**src/rtl/gray_counter_div.sv**
```systemverilog
// gray_counter_div: N-bit up/down counter with a built-in synchronous prescaler.
// The counter advances once every (div+1) enabled cycles. It provides both a
// registered binary count and a registered Gray-coded count. A one-cycle wrap
// pulse (tc) accompanies each wrap. Everything runs on the single clk domain.
// The prescaler terminal acts as a clock-enable tick, so no divided clock exists.
module gray_counter_div #(
  parameter int WIDTH     = 4,
  parameter int DIV_WIDTH = 20
) (
  input  logic                 clk,
  input  logic                 res,
  input  logic                 en,
  input  logic                 up_dn,
  input  logic [DIV_WIDTH-1:0] div,
  input  logic                 load,
  input  logic [WIDTH-1:0]     load_val,
  output logic [WIDTH-1:0]     gray_out,
  output logic [WIDTH-1:0]     bin_out,
  output logic                 tick,
  output logic                 tc
);

  logic [DIV_WIDTH-1:0] prescaler;
  logic                 terminal;
  logic [WIDTH-1:0]     step_bin;
  logic                 wrap;

  // The terminal condition uses >= rather than ==. If div is lowered below
  // the running prescaler value, the next enabled edge produces a tick.
  // This prevents the prescaler from running all the way around its range.
  always_comb begin
    terminal = 1'b0;
    step_bin = '0;
    wrap     = 1'b0;
    terminal = (prescaler >= div);
    if (up_dn) begin
      step_bin = bin_out + WIDTH'(1);
      wrap     = (bin_out == {WIDTH{1'b1}});
    end else begin
      step_bin = bin_out - WIDTH'(1);
      wrap     = (bin_out == {WIDTH{1'b0}});
    end
  end

  // The update priority is reset, then load, then enabled counting, then hold.
  // The Gray encoding is computed from the next binary value. As a result,
  // gray_out and bin_out change on the same edge.
  always_ff @(posedge clk or negedge res) begin
    if (!res) begin
      prescaler <= '0;
      bin_out   <= '0;
      gray_out  <= '0;
      tick      <= 1'b0;
      tc        <= 1'b0;
    end else if (load) begin
      prescaler <= '0;
      bin_out   <= load_val;
      gray_out  <= load_val ^ (load_val >> 1);
      tick      <= 1'b0;
      tc        <= 1'b0;
    end else if (en) begin
      if (terminal) begin
        prescaler <= '0;
        bin_out   <= step_bin;
        gray_out  <= step_bin ^ (step_bin >> 1);
        tick      <= 1'b1;
        tc        <= wrap;
      end else begin
        prescaler <= prescaler + DIV_WIDTH'(1);
        tick      <= 1'b0;
        tc        <= 1'b0;
      end
    end else begin
      tick <= 1'b0;
      tc   <= 1'b0;
    end
  end

endmodule

```
**config.mk**
```make
export PLATFORM = sky130hd
export DESIGN_NAME = gray_counter_div
export DESIGN_NICKNAME = d
export VERILOG_FILES = /design/src/rtl/gray_counter_div.sv
export SDC_FILE = /design/constraint.sdc
export NUM_CORES = 1
export LEC_CHECK = 0
export CAP_MARGIN = 20
export CELL_PAD_IN_SITES_DETAIL_PLACEMENT = 0
export CELL_PAD_IN_SITES_GLOBAL_PLACEMENT = 1
export CORE_ASPECT_RATIO = 0.5
export CORE_MARGIN = 2
export CORE_UTILIZATION = 40
export CTS_CLUSTER_DIAMETER = 120
export DETAILED_ROUTE_END_ITERATION = 8
export HOLD_SLACK_MARGIN = 0.12
export PLACE_DENSITY_LB_ADDON = 0.1
export RECOVER_POWER = 100
export SLEW_MARGIN = 20
export SYNTH_ARGS = -nofsm -noshare
export SYNTH_HDL_FRONTEND = slang
export SYNTH_SLANG_ARGS = --single-unit
```
**constraint.sdc**
```tcl
create_clock -name clk -period 3.7 [get_ports clk]
set_input_delay 0.74 -clock clk [delete_from_list [all_inputs] [get_ports clk]]
set_output_delay 0.74 -clock clk [all_outputs]
set_load 0.005 [all_outputs]
```
**Word level (Yosys, flattened, before mapping)**

Cells that the tools add are included.

- Flip-flop bits (word level): 30
- Input bits: 29
- Output and inout bits: 10
- Logic and storage cells: 33

- $add $sub $neg: 3
- Order comparisons: 1
- Eq/ne operators: 1
- Multiplexer cells: 17
- Bitwise gates (word level): 2
- Reductions and logical operators: 4

Operators with widths:

| kind | count |
|---|---|
| 20-bit 2-to-1 mux | 3 |
| 4-bit 2-to-1 mux | 7 |
| 20-bit by 1-bit adder with 20-bit output (second input constant) | 1 |
| 20-bit >= comparator | 1 |
| 4-bit by 3-bit bitwise XOR with 4-bit output | 2 |
| 1-bit 2-to-1 mux | 7 |
| 4-bit by 1-bit adder with 4-bit output (second input constant) | 1 |
| 4-bit equality test (second input constant) | 1 |
| 4-bit zero test | 1 |
| 2-bit nonzero test | 2 |
| 4-bit by 1-bit subtractor with 4-bit output (second input constant) | 1 |
| 2-bit AND reduction | 1 |

**Logic depth before layout (Yosys ltp)**

Gate-level depths: netlist of run 1.

- Word-level depth: 6
- Mapped depth: 9
- Gate-level depth less buffers: 8

**Least setup slack after synthesis of run 1**

No wires, ideal clock.

- Path type: in2reg
- Start point: in div[17]
- End point: reg bin_out[2]
- Library setup time: 0.125 ns
- Arrival: 2.813 ns
- Data required time: 3.575 ns
- Path slack: 0.762 ns
- Cell stages on the path: 9
- Buffers on the path: 1
- Cells stage by stage: inv_1 -> ha_1 -> a21o_1 -> a21o_1 -> a2111o_1 -> a221o_1 -> buf_6 -> mux2_4 -> mux2_2

- Cells in the longest elaborated chain, start to end: 3

RTL lines:

| item | RTL line | RTL |
|---|---|---|
| start, declared | 14 | `input logic [DIV_WIDTH-1:0] div,` |
| 20-bit >= comparator | 35 | `terminal = (prescaler >= div);` |
| 2-bit nonzero test (no source line) | -- |  |
| 2-bit AND reduction (no source line) | -- |  |
| end signal, assigned | 57 | `bin_out <= load_val;` |
| end signal, assigned | 64 | `bin_out <= step_bin;` |
| end, declared | 18 | `output logic [WIDTH-1:0] bin_out,` |

Every way passes these cells.
A chain may end at the register's enable or synchronous reset.

**Worst setup path in the final report of run 1**

- Start point: in div[17]
- End point: reg prescaler[7]

- Cells in the longest elaborated chain, start to end: 4

RTL lines:

| item | RTL line | RTL |
|---|---|---|
| 20-bit >= comparator | 35 |  |
| 20-bit 2-to-1 mux | 62 | `if (terminal) begin` |
| 20-bit 2-to-1 mux | 61 | `end else if (en) begin` |
| 20-bit 2-to-1 mux | 55 | `end else if (load) begin` |
| end signal, assigned | 69 | `prescaler <= prescaler + DIV_WIDTH'(1);` |
| end, declared | 23 | `logic [DIV_WIDTH-1:0] prescaler;` |

Every way passes these cells. The select of a mux whose other input is x is not followed.

==> summary.md, run 1 <==
| Metric | Value |
|---|---|
| Status | `finished, violations left` |
| Failing checks | `capacitance limit, slew limit` |
| Antenna Nets Post-Route | `0` |
| Final Hold Fails | `0` |
| Cts hold-fix bufs | `0` |
| Syn_area_per_cell | `8.87 sq um` |
| CTS tree | `built` |
| Reg2reg end | `prescaler[7]$_DFFE_PN0P_` |
| Drt wl/cell | `14.2 um` |
| Later-pin clock latency in the skew report | `0.28 ns` |
| Layout area overhead | `24.4%` |
| RSZ-0062 raised after global routing | `false` |
| Seq/Total Area, Yosys | `33.4%` |
| Commonest cells in the netlist | `dfrtp_1, inv_1, ha_1` |
| R2R cell count | `9` |
| H-Tree Depth | `2` |
| First-pass GRT wire length | `~8.5 mm` |
| Crit path largest cell delay | `between 0.5 and 0.6 ns` |
| Hold Startpoint | `gray_out[1]$_DFFE_PN0P_` |
| Worst min-delay path category | `flop to flop` |
| CP Capture Type | `flop` |
| DRT iter0 DRCs | `53` |
| Worst slew pin tran | `1.70 ns` |
| Number of fill cells | `between 500 and 600` |
| DRT Pass-1 Iters | `4` |
| Cells after DPL | `350` |
| Max-slew violation count | `30` |
| Io pins | `39` |
| WL final | `a little over 5 mm` |
| EDFF count, synth | `0` |
| Worst flop-to-flop path startpoint | `prescaler[0]$_DFFE_PN0P_` |
| Worst hold endpoint | `gray_out[1]$_DFFE_PN0P_` |
| Drc violations | `0` |
| Die Height | `~56 um` |
| Fraction of layout cells with a size suffix above 1 | `4.53%` |
| Layout Skew | `between 0.004 and 0.005 ns` |
| Maxcap violations | `1` |
| Final setup viols | `0` |
| Antenna cells | `0` |
| Main synth FF type | `dfrtp_1` |
| Flops & latches, synth | `29` |
| Via density | `5.36` |
| Vias | `1913` |
| Syn nets | `298` |
| Worst EP arrival | `3.59 ns` |
| Port Buffer Count | `38` |
| Tcrit/Tclk final | `91.1%` |
| Crit-path cells | `dlygate4sd3_1 -> inv_1 -> ha_1 -> a21o_1 -> a21o_1 -> a2111o_1 -> a2111o_2 -> clkbuf_1 -> o21ai_0 -> a22o_1` |
| Multi-input logic area | `1300 sq um` |
| Clk slew on worst S/H paths | `0.06 ns` |
| Leak | `1.31 nW` |
| Power Total | `0.000800 W` |
| Post-synth ARST share | `100%` |
| Clock buffer count from CTS | `5` |
| Gr ovfl total | `0` |
| Synth area leaders | `dfrtp_1, ha_1, a22o_1` |
| GRT Overall Usage | `17.8%` |
| FF/Latch Area | `726 sq um` |
| Die Wd | `between 100 and 150 um` |
| Hpwl dp | `3.85 mm` |
| Pwr Density | `296 nW/um^2` |
| Maximum clock rate | `just under 300 MHz` |
| CP most frequent cell | `a21o_1` |
| Setup slack, reg-to-reg | `0.89 ns` |
| Vias in the first global route | `1867` |
| Top-area cell type share of the netlist area | `33.4%` |
| Total setup buffers inserted after CTS | `0` |
| Initial core utilization | `between 40 and 50%` |
| Synth Cell Area | `2170 sq um` |
| Yosys warning count | `0` |
| Non-filler cells, final | `357` |
| Worst-path maximum fanout | `11` |
| Post-cts sizing count | `0` |
| Hold depth | `2` |
| Cells after synthesis | `~250` |
| Cell Rows | `18` |
| Initial antenna violation count | `0` |
| Nets | `340` |
| Maximum number of pins on one net before global-route repair | `30` |
| Slowest-stage cell, CP | `a2111o_2` |
| Most frequent cell after synthesis | `dfrtp_1` |
| Crit path time final | `3.37 ns` |
| Total negative setup slack | `0 ns` |
| Core area | `5070 sq um` |
| Root buffer cell | `clkbuf_8` |
| Crit Path Category | `input port to flop` |
| Gpl congestion | `between 0.7 and 0.8` |
| Clock sinks | `29` |
| Worst slew margin | `-13.5%` |
| Distinct cells, synth | `41` |
| Clock Tree Buf Depth | `2` |
| Maximum vdd drop | `0.120 mV` |
| Largest area contributor in the netlist | `dfrtp_1` |
| CP required | `between 3 and 4 ns` |
| CP Launch Type | `input port` |
| Die area | `6070 sq um` |
[area by class of cell]
class	instances	area share (%)
Multi-Input combinational cell	183	48.2
Sequential cell	29	26.8
Timing Repair Buffer	43	15.0
Inverter	25	3.47
Tap cell	70	3.24
Clock buffer	7	3.19
[sequential cells by signal (all words and copies together) (netlist names)]
signal     cells
tc             1
bin_out        3
gray_out       4
tick           1
prescaler     20
[per-stage QoR]
stage / setup slack, ns / area, sq um / util, % / hold slack, ns
4_1_cts: 0.502 / 2720 / 53.7 / 0.563
2_1_floorplan: 0.762 / 2170 / - / 0.444
3_5_place_dp: 0.207 / 2630 / 52.0 / 0.551
6_report: 0.330 / 2700 / 53.4 / 0.553
3_3_place_gp: 0.256 / 2630 / 52.0 / 0.541
5_1_grt: 0.200 / 2700 / 53.4 / 0.573
[routing by layer]
| layer | GRT usage [%] | up-vias | part of all wire, % |
|---|---|---|---|
| met2 | 29.4 | 39 | 45 |
| met3 | 3.86 | 5 | 5.1 |
| li1 | - | 956 | - |
| met1 | 24.0 | 913 | 49 |
| met5 | 0 | - | 0 |
| met4 | 3.85 | 0 | 0.85 |
[cell families after synthesis]
| group | synth area share (%) |
|---|---|
| and+or+nand+nor | 19.8 |
| adders and majority gates | 14.2 |
| muxes | 3.11 |
| buffers and inverters | 6.45 |
| xor gates and xnor gates | 5.24 |
| AOI/OAI and AO/OA | 17.8 |
| DFF | 33.4 |
[worst max-delay path: cells and delay by family]
family                   cells  cell delay (ns)
AO/OA/AOI/OAI                6             1.71
adder cells (fa/ha/maj)      1             0.30
buffers and inverters        3             0.83
[report_power, final]
group	switching [W]	total [W]	internal [W]	leakage [nW]
clock	0.000121	0.000268	0.000147	0.0443
combinational	0.0000855	0.000182	0.0000966	0.881
sequential	0.0000177	0.000350	0.000332	0.388
total	0.000224	0.000800	0.000576	1.31
[worst max path at each step]
stage / startpoint / end / slack, ns / cells after the start
finish: div[17] / prescaler[7]$_DFFE_PN0P_ / 0.33 / 10
global route: div[17] / prescaler[14]$_DFFE_PN0P_ / 0.20 / 10
CTS: div[17] / prescaler[16]$_DFFE_PN0P_ / 0.50 / 9
detailed placement: div[17] / prescaler[16]$_DFFE_PN0P_ / 0.21 / 9
global placement: div[17] / prescaler[0]$_DFFE_PN0P_ / 0.26 / 9
floorplan: div[17] / bin_out[2]$_DFFE_PN0P_ / 0.76 / 9
[layout by cell type (no fill, tap or decap), drive strengths merged, types with 2 or more instances in the layout]
cell,n
inv,25
xnor2,7
and3,7
xor2,6
dfrtp,29
nor4,4
clkdlybuf4s50,26
ha,23
clkbuf,10
and2,5
a22oi,2
a22o,14
nor2,15
mux2,3
o21ai,21
nand2b,2
a2111o,2
mux2i,3
buf,2
dlygate4sd3,12
nand2,17
nand4,5
a21o,4
nand3,6
a21oi,8
nor3,10
nor2b,9
(Power assumes the default switching activity.)
==> run 2: changes to the inputs <==
Settings changed: CORE_MARGIN 2 to not set, HOLD_SLACK_MARGIN 0.12 to 0.05.
==> summary.md, run 2 (synthesized netlist as in run 1, its figures left out) <==
| Metric | Value |
|---|---|
| GRT Overall Usage | `19.5%` |
| Core area | `between 5000 and 6000 sq um` |
| Max-slew violation count | `30` |
| Crit Path Category | `input port to flop` |
| Leak | `about 1.3 nW` |
| Fraction of layout cells with a size suffix above 1 | `4.86%` |
| Nets | `340` |
| Reg2reg end | `prescaler[0]$_DFFE_PN0P_` |
| Drt wl/cell | `13.8 um` |
| Drc violations | `0` |
| Worst flop-to-flop path startpoint | `prescaler[0]$_DFFE_PN0P_` |
| H-Tree Depth | `2` |
| Clk slew on worst S/H paths | `0.06 ns` |
| Tcrit/Tclk final | `90.0%` |
| Initial core utilization | `a little over two fifths` |
| Later-pin clock latency in the skew report | `0.28 ns` |
| Worst min-delay path category | `flop to flop` |
| R2R cell count | `8` |
| Layout Skew | `0.00780 ns` |
| Clock buffer count from CTS | `5` |
| Final setup viols | `0` |
| Port Buffer Count | `38` |
| Die area | `5750 sq um` |
| Post-cts sizing count | `0` |
| CP Launch Type | `input port` |
| Layout area overhead | `25.9%` |
| Total negative setup slack | `0 ns` |
| DRT iter0 DRCs | `between 100 and 150` |
| Commonest non-fill, non-tap cell in the layout | `dfrtp_1` |
| RSZ-0062 raised after global routing | `false` |
| CP required | `3.92 ns` |
| Via density | `approximately 5.3` |
| Io pins | `39` |
| Maximum vdd drop | `0.157 mV` |
| Critical Path Start | `div[17]` |
| Maximum clock rate | `300 MHz` |
| Worst slew pin tran | `1.61 ns` |
| First-pass GRT wire length | `8.56 mm` |
| Gr ovfl total | `0` |
| Crit path time final | `3.33 ns` |
| Maximum number of pins on one net before global-route repair | `30` |
| Clock Tree Buf Depth | `2` |
| Area of placed instances | `roughly 2600 sq um` |
| Setup slack, reg-to-reg | `0.86 ns` |
| Die Wd | `106 um` |
| Worst slew margin | `-7.51%` |
| Biggest regs | `prescaler x20, gray_out x4, bin_out x3` |
| Antenna Nets Post-Route | `0` |
| Die Height | `54.1 um` |
| Gpl congestion | `roughly 0.80` |
| Biggest register | `prescaler` |
| Final Cell Area | `2740 sq um` |
| Initial antenna violation count | `0` |
| Status | `finished, violations left` |
| Worst EP arrival | `3.55 ns` |
| Maxcap violations | `1` |
| Antenna cells | `0` |
| Cell Rows | `18` |
| WL final | `4.94 mm` |
| CTS tree | `built` |
| Vias in the first global route | `1861` |
| Max reg flops | `20` |
| Hpwl dp | `3.75 mm` |
| Total setup buffers inserted after CTS | `0` |
| Cts hold-fix bufs | `0` |
| Failing checks | `capacitance limit, slew limit` |
| Number of fill cells | `482` |
| Crit path capture | `prescaler[0]$_DFFE_PN0P_` |
| CP Capture Type | `flop` |
| Highest-count cells in the layout ignoring fill and taps | `dfrtp_1, clkdlybuf4s50_1, inv_1` |
| Vias | `1915` |
| Pwr Density | `318 nW/um^2` |
| Root buffer cell | `clkbuf_8` |
| Final Hold Fails | `0` |
| Worst-path maximum fanout | `15` |
| Clock sinks | `29` |
| DRT Pass-1 Iters | `4` |
-- run 2: per-layer routing --
layer	wire, um	vias to the layer above	GRT usage [%]
li1	-	953	-
met1	2390	913	25.1
met2	2240	45	34.3
met3	269	4	4.48
met4	36	0	3.94
met5	0	-	0
-- run 2: how the worst min path moves through the flow --
stage                                     end  depth (start not counted)  slack, ns                 startpoint
floorplan              bin_out[0]$_DFFE_PN0P_                          0       0.44                        res
global placement    prescaler[19]$_DFFE_PN0P_                          2       0.53  prescaler[19]$_DFFE_PN0P_
detailed placement    gray_out[1]$_DFFE_PN0P_                          2       0.55    gray_out[1]$_DFFE_PN0P_
CTS                   gray_out[1]$_DFFE_PN0P_                          2       0.56    gray_out[1]$_DFFE_PN0P_
global route          gray_out[1]$_DFFE_PN0P_                          2       0.59    gray_out[1]$_DFFE_PN0P_
finish                gray_out[1]$_DFFE_PN0P_                          2       0.56    gray_out[1]$_DFFE_PN0P_
-- run 2: metrics by stage --
| stage | setup slack (ns) | cells | hold slack, ns | util [%] | power [W] |
|---|---|---|---|---|---|
| final | 0.371 | 358 | 0.556 | 54.0 | 0.000870 |
| after global routing | 0.230 | 358 | 0.588 | 54.0 | 0.000920 |
| after CTS | 0.433 | 358 | 0.564 | 54.2 | 0.000889 |
| after detailed placement | 0.139 | 350 | 0.551 | 52.0 | 0.000548 |
| after global placement | 0.214 | 350 | 0.534 | 52.0 | 0.000545 |
| after floorplan | 0.762 | 245 | 0.444 | - | 0.000458 |
-- run 2: report_power, final --
group	internal (W)	switching (W)	leakage [nW]
logic	0.0000972	0.0000846	0.887
clock network	0.000219	0.000118	0.0585
registers	0.000332	0.0000182	0.388
total	0.000649	0.000221	1.33
-- run 2: layout make-up --
cell class                      instances  area [sq um]  area share (%)
Tap cell                               70          87.6            3.20
Inverter                               25          93.8            3.43
Clock buffer                            7          86.3            3.16
Multi-Input combinational cell        183          1300            47.6
Timing Repair Buffer                   43           410            15.0
Clock inverter                          1          30.0            1.10
Sequential cell                        29           726            26.5
-- run 2: critical path, stage by stage --
cell and delay [ns]:
dlygate4sd3_1 0.52, inv_1 0.05, ha_1 0.30, a21o_1 0.18, a21o_1 0.17, a2111o_1 0.42, a2111o_1 0.57, nor2_4 0.36
mux2_2 0.23
